===== config.mk =====
export PLATFORM = sky130hd
export DESIGN_NAME = axis_burst_gen
export DESIGN_NICKNAME = d
export VERILOG_FILES = /design/src/rtl/axis_gen_pkg.sv /design/src/rtl/axis_burst_datagen.sv /design/src/rtl/axis_burst_gen.sv
export SDC_FILE = /design/constraint.sdc
export NUM_CORES = 1
export LEC_CHECK = 0
export ABC_AREA = 1
export BUFFER_PORTS_ARGS = -buffer_cell sky130_fd_sc_hd__buf_2
export CORE_ASPECT_RATIO = 0.7
export CORE_UTILIZATION = 55
export DETAILED_ROUTE_END_ITERATION = 10
export GPL_TIMING_DRIVEN = 0
export PLACE_DENSITY_LB_ADDON = 0.05
export SYNTH_ARGS = -nofsm -noshare
export SYNTH_HDL_FRONTEND = slang
export SYNTH_SLANG_ARGS = --single-unit

===== constraint.sdc =====
create_clock -name aclk -period 2.5 [get_ports aclk]
set_input_delay 0.625 -clock aclk [delete_from_list [all_inputs] [get_ports aclk]]
set_output_delay 0.625 -clock aclk [all_outputs]
set_load 0.02 [all_outputs]

===== src/rtl/axis_gen_pkg.sv =====
// Shared types and data-sequence helpers for the AXI-Stream burst generator.
// Holds the state and mode enums and the counter/LFSR step functions.
package axis_gen_pkg;

  typedef enum logic [1:0] {
    IDLE   = 2'd0,
    SEND   = 2'd1,
    GAP    = 2'd2,
    FINISH = 2'd3
  } state_t;

  typedef enum logic {
    MODE_CNT  = 1'b0,
    MODE_LFSR = 1'b1
  } mode_t;

  // Fibonacci taps 32,22,2,1 expressed as bit positions 31,21,1,0
  localparam logic [31:0] LFSR_TAPS = 32'h8020_0003;

  function automatic logic [31:0] next_data(mode_t m, logic [31:0] s);
    if (m == MODE_LFSR) begin
      next_data = {s[30:0], ^(s & LFSR_TAPS)};
    end else begin
      next_data = s + 32'd1;
    end
  endfunction

  // An all-zero LFSR state never leaves zero, so that seed is forced to 1.
  function automatic logic [31:0] seed_value(mode_t m, logic [31:0] seed);
    if ((m == MODE_LFSR) && (seed == 32'd0)) begin
      seed_value = 32'd1;
    end else begin
      seed_value = seed;
    end
  endfunction

endpackage


===== src/rtl/axis_burst_datagen.sv =====
// Data sequence register for the burst generator: loads a seed, steps on each
// accepted beat and presents the 32-bit state replicated across tdata.
module axis_burst_datagen
  import axis_gen_pkg::*;
#(
  parameter int AXI_DATA_WIDTH = 32
) (
  input  logic                      clk_i,
  input  logic                      rst_i,
  input  logic                      load_i,
  input  logic                      advance_i,
  input  logic                      mode_i,
  input  logic [31:0]               seed_i,
  output logic [AXI_DATA_WIDTH-1:0] tdata_o
);

  localparam int REPS = AXI_DATA_WIDTH / 32;

  mode_t       mode_q, mode_d;
  logic [31:0] s_q, s_d;

  always_comb begin
    mode_d = mode_q;
    s_d    = s_q;
    if (load_i) begin
      mode_d = mode_t'(mode_i);
      s_d    = seed_value(mode_t'(mode_i), seed_i);
    end else if (advance_i) begin
      s_d = next_data(mode_q, s_q);
    end
  end

  always_ff @(posedge clk_i) begin
    if (rst_i) begin
      mode_q <= MODE_CNT;
      s_q    <= '0;
    end else begin
      mode_q <= mode_d;
      s_q    <= s_d;
    end
  end

  assign tdata_o = {REPS{s_q}};

endmodule


===== src/rtl/axis_burst_gen.sv =====
// AXI-Stream burst source: emits burst_len beats of counter or LFSR data with
// an optional fixed idle gap after each accepted beat, then pulses done.
module axis_burst_gen
  import axis_gen_pkg::*;
#(
  parameter int AXI_DATA_WIDTH  = 32,
  parameter int BURST_LEN_WIDTH = 16,
  parameter int GAP_WIDTH       = 8
) (
  input  logic                       aclk,
  input  logic                       areset,
  input  logic                       start,
  input  logic                       mode,
  input  logic [31:0]                seed,
  input  logic [BURST_LEN_WIDTH-1:0] burst_len,
  input  logic [GAP_WIDTH-1:0]       gap,
  output logic                       busy,
  output logic                       done,
  output logic [BURST_LEN_WIDTH-1:0] words_sent,
  output logic [AXI_DATA_WIDTH-1:0]  m_axis_tdata,
  output logic                       m_axis_tvalid,
  input  logic                       m_axis_tready
);

  // Handshake: a beat transfers on a rising edge where tvalid and tready are
  // both high. tvalid is a flop driven only from the next state, never from
  // tready, and tvalid/tdata hold until that transfer happens.

  localparam logic [BURST_LEN_WIDTH-1:0] LEN_ONE = BURST_LEN_WIDTH'(1);
  localparam logic [GAP_WIDTH-1:0]       GAP_ONE = GAP_WIDTH'(1);

  state_t                     state_q, state_d;
  logic [BURST_LEN_WIDTH-1:0] len_q, len_d;
  logic [GAP_WIDTH-1:0]       gap_q, gap_d;
  logic [GAP_WIDTH-1:0]       gcnt_q, gcnt_d;
  logic [BURST_LEN_WIDTH-1:0] ws_q, ws_d;
  logic                       tvalid_q, busy_q, done_q;
  logic                       beat;
  logic                       dg_load, dg_adv;
  logic [BURST_LEN_WIDTH-1:0] ws_inc;

  assign beat   = tvalid_q & m_axis_tready;
  assign ws_inc = ws_q + LEN_ONE;

  always_comb begin
    state_d = state_q;
    len_d   = len_q;
    gap_d   = gap_q;
    gcnt_d  = gcnt_q;
    ws_d    = ws_q;
    dg_load = 1'b0;
    dg_adv  = 1'b0;
    unique case (state_q)
      IDLE: begin
        if (start) begin
          len_d   = burst_len;
          gap_d   = gap;
          ws_d    = '0;
          dg_load = 1'b1;
          state_d = (burst_len == '0) ? FINISH : SEND;
        end
      end
      SEND: begin
        if (beat) begin
          ws_d   = ws_inc;
          dg_adv = 1'b1;
          if (ws_inc == len_q) begin
            state_d = FINISH;
          end else if (gap_q != '0) begin
            state_d = GAP;
            gcnt_d  = gap_q;
          end
        end
      end
      GAP: begin
        // Leaving at a count of 1 gives exactly gap idle cycles.
        if (gcnt_q == GAP_ONE) begin
          state_d = SEND;
        end else begin
          gcnt_d = gcnt_q - GAP_ONE;
        end
      end
      FINISH: begin
        state_d = IDLE;
      end
      default: begin
        state_d = IDLE;
      end
    endcase
  end

  always_ff @(posedge aclk) begin
    if (areset) begin
      state_q  <= IDLE;
      len_q    <= '0;
      gap_q    <= '0;
      gcnt_q   <= '0;
      ws_q     <= '0;
      tvalid_q <= 1'b0;
      busy_q   <= 1'b0;
      done_q   <= 1'b0;
    end else begin
      state_q  <= state_d;
      len_q    <= len_d;
      gap_q    <= gap_d;
      gcnt_q   <= gcnt_d;
      ws_q     <= ws_d;
      tvalid_q <= (state_d == SEND);
      busy_q   <= (state_d != IDLE);
      done_q   <= (state_d == FINISH);
    end
  end

  axis_burst_datagen #(
    .AXI_DATA_WIDTH(AXI_DATA_WIDTH)
  ) u_datagen (
    .clk_i     (aclk),
    .rst_i     (areset),
    .load_i    (dg_load),
    .advance_i (dg_adv),
    .mode_i    (mode),
    .seed_i    (seed),
    .tdata_o   (m_axis_tdata)
  );

  assign m_axis_tvalid = tvalid_q;
  assign busy          = busy_q;
  assign done          = done_q;
  assign words_sent    = ws_q;

endmodule


# Yosys cells after proc, flatten, opt, wreduce, memory -nomap -nowiden
# Cells that the tools add are included.
# word_totals
ff_bits	86
in_bits	61
elab_cells	62
# op_classes
n_addsub	3
eq_ne	12
mux	23
n_bitwise	1
n_reduce_logical	13
# op_table
op	n
$mux W32	4
$add A32 B1 Y32 const B	1
$logic_not A32 Y1	1
$mux W16	2
$mux W8	4
$pmux W16 S2	1
$reduce_xor A32 Y1	1
$add A16 B1 Y16 const B	1
$eq A16 B16 Y1	1
$logic_not A16 Y1	1
$pmux W8 S2	1
$mux W2	6
$ne A2 B2 Y1 const B	5
$eq A8 B1 Y1 const B	1
$pmux W2 S4	1
$reduce_bool A2 Y1	4
$reduce_bool A8 Y1	1
$sub A8 B1 Y8 const B	1
$eq A2 B2 Y1 const B	3
$reduce_and A5 Y1	1
$eq A2 B1 Y1 const B	2
$mux W1	4
$reduce_and A3 Y1	1
$logic_not A2 Y1	1
3 further kinds	3

# Depth between registers and ports, before layout
# depth
ltp_word	6
depth_mapped	18

# Modules after synthesis
# A second synthesis with hierarchy kept.
# hier_totals
cells_unflattened	960
area_unflattened_um2	5829.3
# by_module_without_submodules
module	instances	cells_per_inst	area_per_inst_um2
axis_burst_gen	1	460	2985.4
axis_burst_datagen	1	500	2844.0

# Worst setup path after synthesis
# No wires, ideal clock.
# synth_path
kind	register to register
from	register ws_q[0], in the netlist words_sent[0]
to	register gcnt_q[0]
arrival_ns	2.024
required_time_ns	2.385
slack_ns	0.361
stages_incl_launch_ff	18
period_less_slack_ns	2.139
path_cell_list	dfxtp_1 -> ha_1 -> nand2_2 -> nor2_4 -> nand2_1 -> nand2_1 -> nand2_1 -> nand2_1 -> nand2_1 -> nor2_1 -> nand2_1 -> nor2_2 -> nand3_2 -> nand2_2 -> nand2_4 -> buf_6 -> a21oi_1 -> nor2_1
# synth_between
elab_chain_cells	4
# synth_lines
item	line_no	rtl
start, declared	axis_burst_gen.sv:36	logic [BURST_LEN_WIDTH-1:0] ws_q, ws_d;
start signal, assigned	axis_burst_gen.sv:107	ws_q <= ws_d;
$add A16 B1 Y16	axis_burst_gen.sv:43	assign ws_inc = ws_q + LEN_ONE;
$eq A16 B16 Y1	axis_burst_gen.sv:67	if (ws_inc == len_q) begin
$ne A2 B2 Y1 (no line)	-	
$reduce_and A5 Y1 (no line)	-	
end signal, assigned	axis_burst_gen.sv:106	gcnt_q <= gcnt_d;
end, declared	axis_burst_gen.sv:35	logic [GAP_WIDTH-1:0] gcnt_q, gcnt_d;
# No other way between the ends.
# A chain may end at the register's enable or synchronous reset.

# Worst setup path after layout
# layout_path
from	register u_datagen.s_q[0], in the netlist u_datagen.tdata_o[0]
to	register u_datagen.s_q[27], in the netlist u_datagen.tdata_o[27]
# layout_between
elab_chain_cells	4
# layout_lines
item	line_no	rtl
start, declared	axis_burst_datagen.sv:20	logic [31:0] s_q, s_d;
start signal, assigned	axis_burst_datagen.sv:36	s_q <= '0;
start signal, assigned	axis_burst_datagen.sv:39	s_q <= s_d;
$add A32 B1 Y32	axis_gen_pkg.sv:24	next_data = s + 32'd1;
$mux W32	axis_gen_pkg.sv:21	if (m == MODE_LFSR) begin
$mux W32	axis_burst_datagen.sv:28	end else if (advance_i) begin
$mux W32	axis_burst_datagen.sv:25	if (load_i) begin
# No other way between the ends. The select of a mux whose other input is x is not followed.

==> results.md <==
* Crit Path Max Fanout at 6
* Vias at ~6,400
* Synth Register Bits at 86
* Clock Skews at about 0.0068 ns
* Buffer levels on the longest clock path at 2
* Layout fillers at around 800
* Pins Over Slew Limit at 0
* Worst Tran Pin Value at between 0.8 and 0.9 ns
* Count of final setup violators at 0
* Cell Area, Placed at slightly above 6000 µm²
* Fin nets at approximately 1,000
* IO Count at between 100 and 150
* Iter 0 DRT Violations at between 600 and 700
* WL per Instance at about 16 µm
* RSZ-0062 raised after global routing: no
* Chip height at 84.7 µm
* Syn Inst Count at ~830
* Reg clk slew, reported paths at 0.07 ns
* Sink Count at 86
* Share of the synthesized area in the top cell type at 32.1%
* DP HPWL at 13,300 µm
* Starting Density at between 50% and 60%
* Avg Vias per Cell at approximately 5.9
* Top-count cell post-synth: nand2_1
* Post-route cell area at 6450 µm²
* Total die area at between 10,000 and 15,000 µm²
* Syn_area_per_cell at ~6.4 µm²
* Syn nets at ~900
* Root Driver: clkbuf_16
* Mapped Area at 5370 µm²
* GRT Overall Usage at 35.2%
* Arrival time worst endpoint at about 2.6 ns
* Routed met3 length at around 2100 µm
* Sequential share of power at between 30% and 40%
* Initial antenna violation count at 0
* Core outline area at between 9000 and 10,000 µm²
* Sw Ratio at between 30 and 40%
* Fraction of layout cells with a size suffix above 1 at between 10% and 20%
* Port Buffers at between 100 and 150
* Area Overhead vs Synth at 20.2%
* Worst slew margin at between 40% and 50%
* Setup bufs post-CTS at 0
* Antenna cell count at 0
* M1 wire length at about 7900 µm
* Reg2reg setup slack at ~0.19 ns
* Comb power frac at about a quarter
* DRC Markers at 0
* CP endpoint kind: flop
* Crit path kind: flop to flop
* CTS tree: yes
* Final Cycle Share at slightly above 90%
* Synth warn at 0
* Antenna Nets Post-Route at 0
* Minimum clock period after layout at about 2.3 ns
* CTS Hold Buffers Added at 0
* Max cap viols at 0
* Sw power at 1330 µW
* Highest routed layer: met4
* CP Launch Type: flop
* Most used DFF post-synth: dfxtp_1
* Clk Latency, worst-skew pair at between 0.3 and 0.4 ns
* CP required at approximately 2.8 ns
* CTS Buf Count at 9
* Number of iterations in the first detailed-routing pass at 6
* PD cells at ~630 nW/µm²
* Worst vdd ir at between 0.4 and 0.5 mV
* Vias in the first global route at around 5,600
* Grt ovf at 0
* Synth top cells by count: nand2_1, inv_1, a21oi_1, dfxtp_1, nor2_1
* Worst hold path type: flop to flop
* Post-synth EDFFs at 0
* Sequential fraction of the synthesis area at 32.1%
* Ranking of synthesized cells by area: dfxtp_1, nand2_1, a21oi_1
* Tot Pwr at 4060 µW
* Row count at 29
* Final hold violation count at 0
* Status: finished, final reports clean
* Met2 routed WL at around 7400 µm
* Largest area contributor in the netlist: dfxtp_1
* Pint at 2720 µW
* Die width at 120 µm
* Global-route wire length before repair at about 28,000 µm
* Leak Pwr at around 0.0028 µW
* Netlist cell types at between 40 and 50
* Largest net degree at the start of global routing at 15
* Final wirelength at 17,600 µm
* H-Tree Depth at 3
* Ys async rst share at 0%
* Gpl congestion at 0.941
* Clock share of power at between 30% and 40%
* Max Clock Freq at 0.433 GHz
-- logic make-up after synthesis --
group           count (synthesis)  share of synthesized area, %
buf+inv                       132                          9.62
fa+ha+maj                       4                         0.932
compound gates                200                          20.6
simple gates                  387                          32.4
flops                          86                          32.1
xor+xnor                       25                          4.36
-- metrics by stage --
stage	hold slack (ns)	utilization (%)	TNS [ns]	instances	setup slack, ns
floorplan	0.444	-	0	834	0.361
global placement	0.459	65.7	-2.56	1069	-0.158
detailed placement	0.462	65.7	-3.72	1069	-0.205
CTS	0.474	69.2	0	1085	0.0259
global route	0.499	69.7	0	1085	0.00530
finish	0.478	69.7	0	1085	0.188
-- critical path, cell delays in order, from the launching register on --
cell     delay [ns]
dfxtp_1        0.45
nand3_1        0.16
nor2_2         0.27
nand2_1        0.13
nor2_2         0.18
nand2_1        0.14
inv_2          0.10
nand4_1        0.12
nor2_1         0.26
nand2_1        0.10
xor2_1         0.14
nand2_1        0.07
a21oi_1        0.14
-- sequential cells by signal, indices dropped and copies added (netlist names) --
signal / flops
u_datagen.mode_q: 1
m_axis_tvalid: 1
busy: 1
len_q: 16
gcnt_q: 8
state_q: 2
done: 1
u_datagen.tdata_o: 32
gap_q: 8
words_sent: 16
-- routing by layer --
| metal | global-route usage, % | vias to the layer above |
|---|---|---|
| li1 | - | 3050 |
| met4 | 10.6 | 0 |
| met3 | 7.68 | 28 |
| met5 | 0 | - |
| met2 | 51.6 | 398 |
| met1 | 51.1 | 2946 |
-- timing repair --
item	in CTS	in global routing
gates resized for setup	0	22
endpoints found under the setup margin	0	35
hold endpoints to repair	0	0
-- placed cells by master (no fill, tap or decap), types with 2 or more instances in the layout --
cell       netlist  routed
o221ai_1         3       3
clkbuf_1        29      26
nor4_1          13      13
nand2_2          3       4
a21oi_1         86      86
a31oi_1          4       4
a211oi_1         2       2
o21ai_1          2       2
clkbuf_2         0       5
nand2_1        179     178
ha_1             4       3
o21ai_0         76      76
nand3_1         54      53
nand3b_1         6       6
clkinv_4         0       2
nand3_2          1       2
xnor2_1          7       7
dfxtp_1         86      84
nor2_1          79      75
inv_1           94      94
clkbuf_16        0       9
buf_2            2     113
or2_2            3       3
xor2_1          17      17
nor2_4           3       5
nor2_2           6       8
nor3_1          15      15
a221oi_1        11      11
o211ai_1        10      10
nand4_1         21      21
bufinv_16        0       2
buf_6            2       2
-- layout make-up --
cell class / instances / area (µm²) / area share (%)
Buffer: 36 / 163 / 2.52
Clock buffer: 11 / 243 / 3.76
Clock inverter: 5 / 82.6 / 1.28
Inverter: 96 / 360 / 5.58
Multi-Input combinational cell: 616 / 3170 / 49.1
Sequential cell: 86 / 1730 / 26.8
Tap cell: 124 / 155 / 2.40
Timing Repair Buffer: 111 / 556 / 8.61
-- power by group through the flow --
stage                     Sequential, µW  Combinational [µW]  Clock [µW]
final                               1610                 950        1490
after CTS                           1610                 925        1490
after global routing                1630                1040        1550
after floorplan                     1680                 554           0
after detailed placement            1640                 919           0
after global placement              1630                 897           0
-- path summary, 6_finish.rpt --
check / startpoint / endpoint / depth (start not counted)
setup / recovery: u_datagen.tdata_o[0] / u_datagen.tdata_o[27] / 12
hold / removal: gap_q[3] / gap_q[3] / 2
setup reg to reg: u_datagen.tdata_o[0] / u_datagen.tdata_o[27] / 12
hold reg to reg: gap_q[3] / gap_q[3] / 2
No activity file was read; power rests on OpenSTA's default activity.
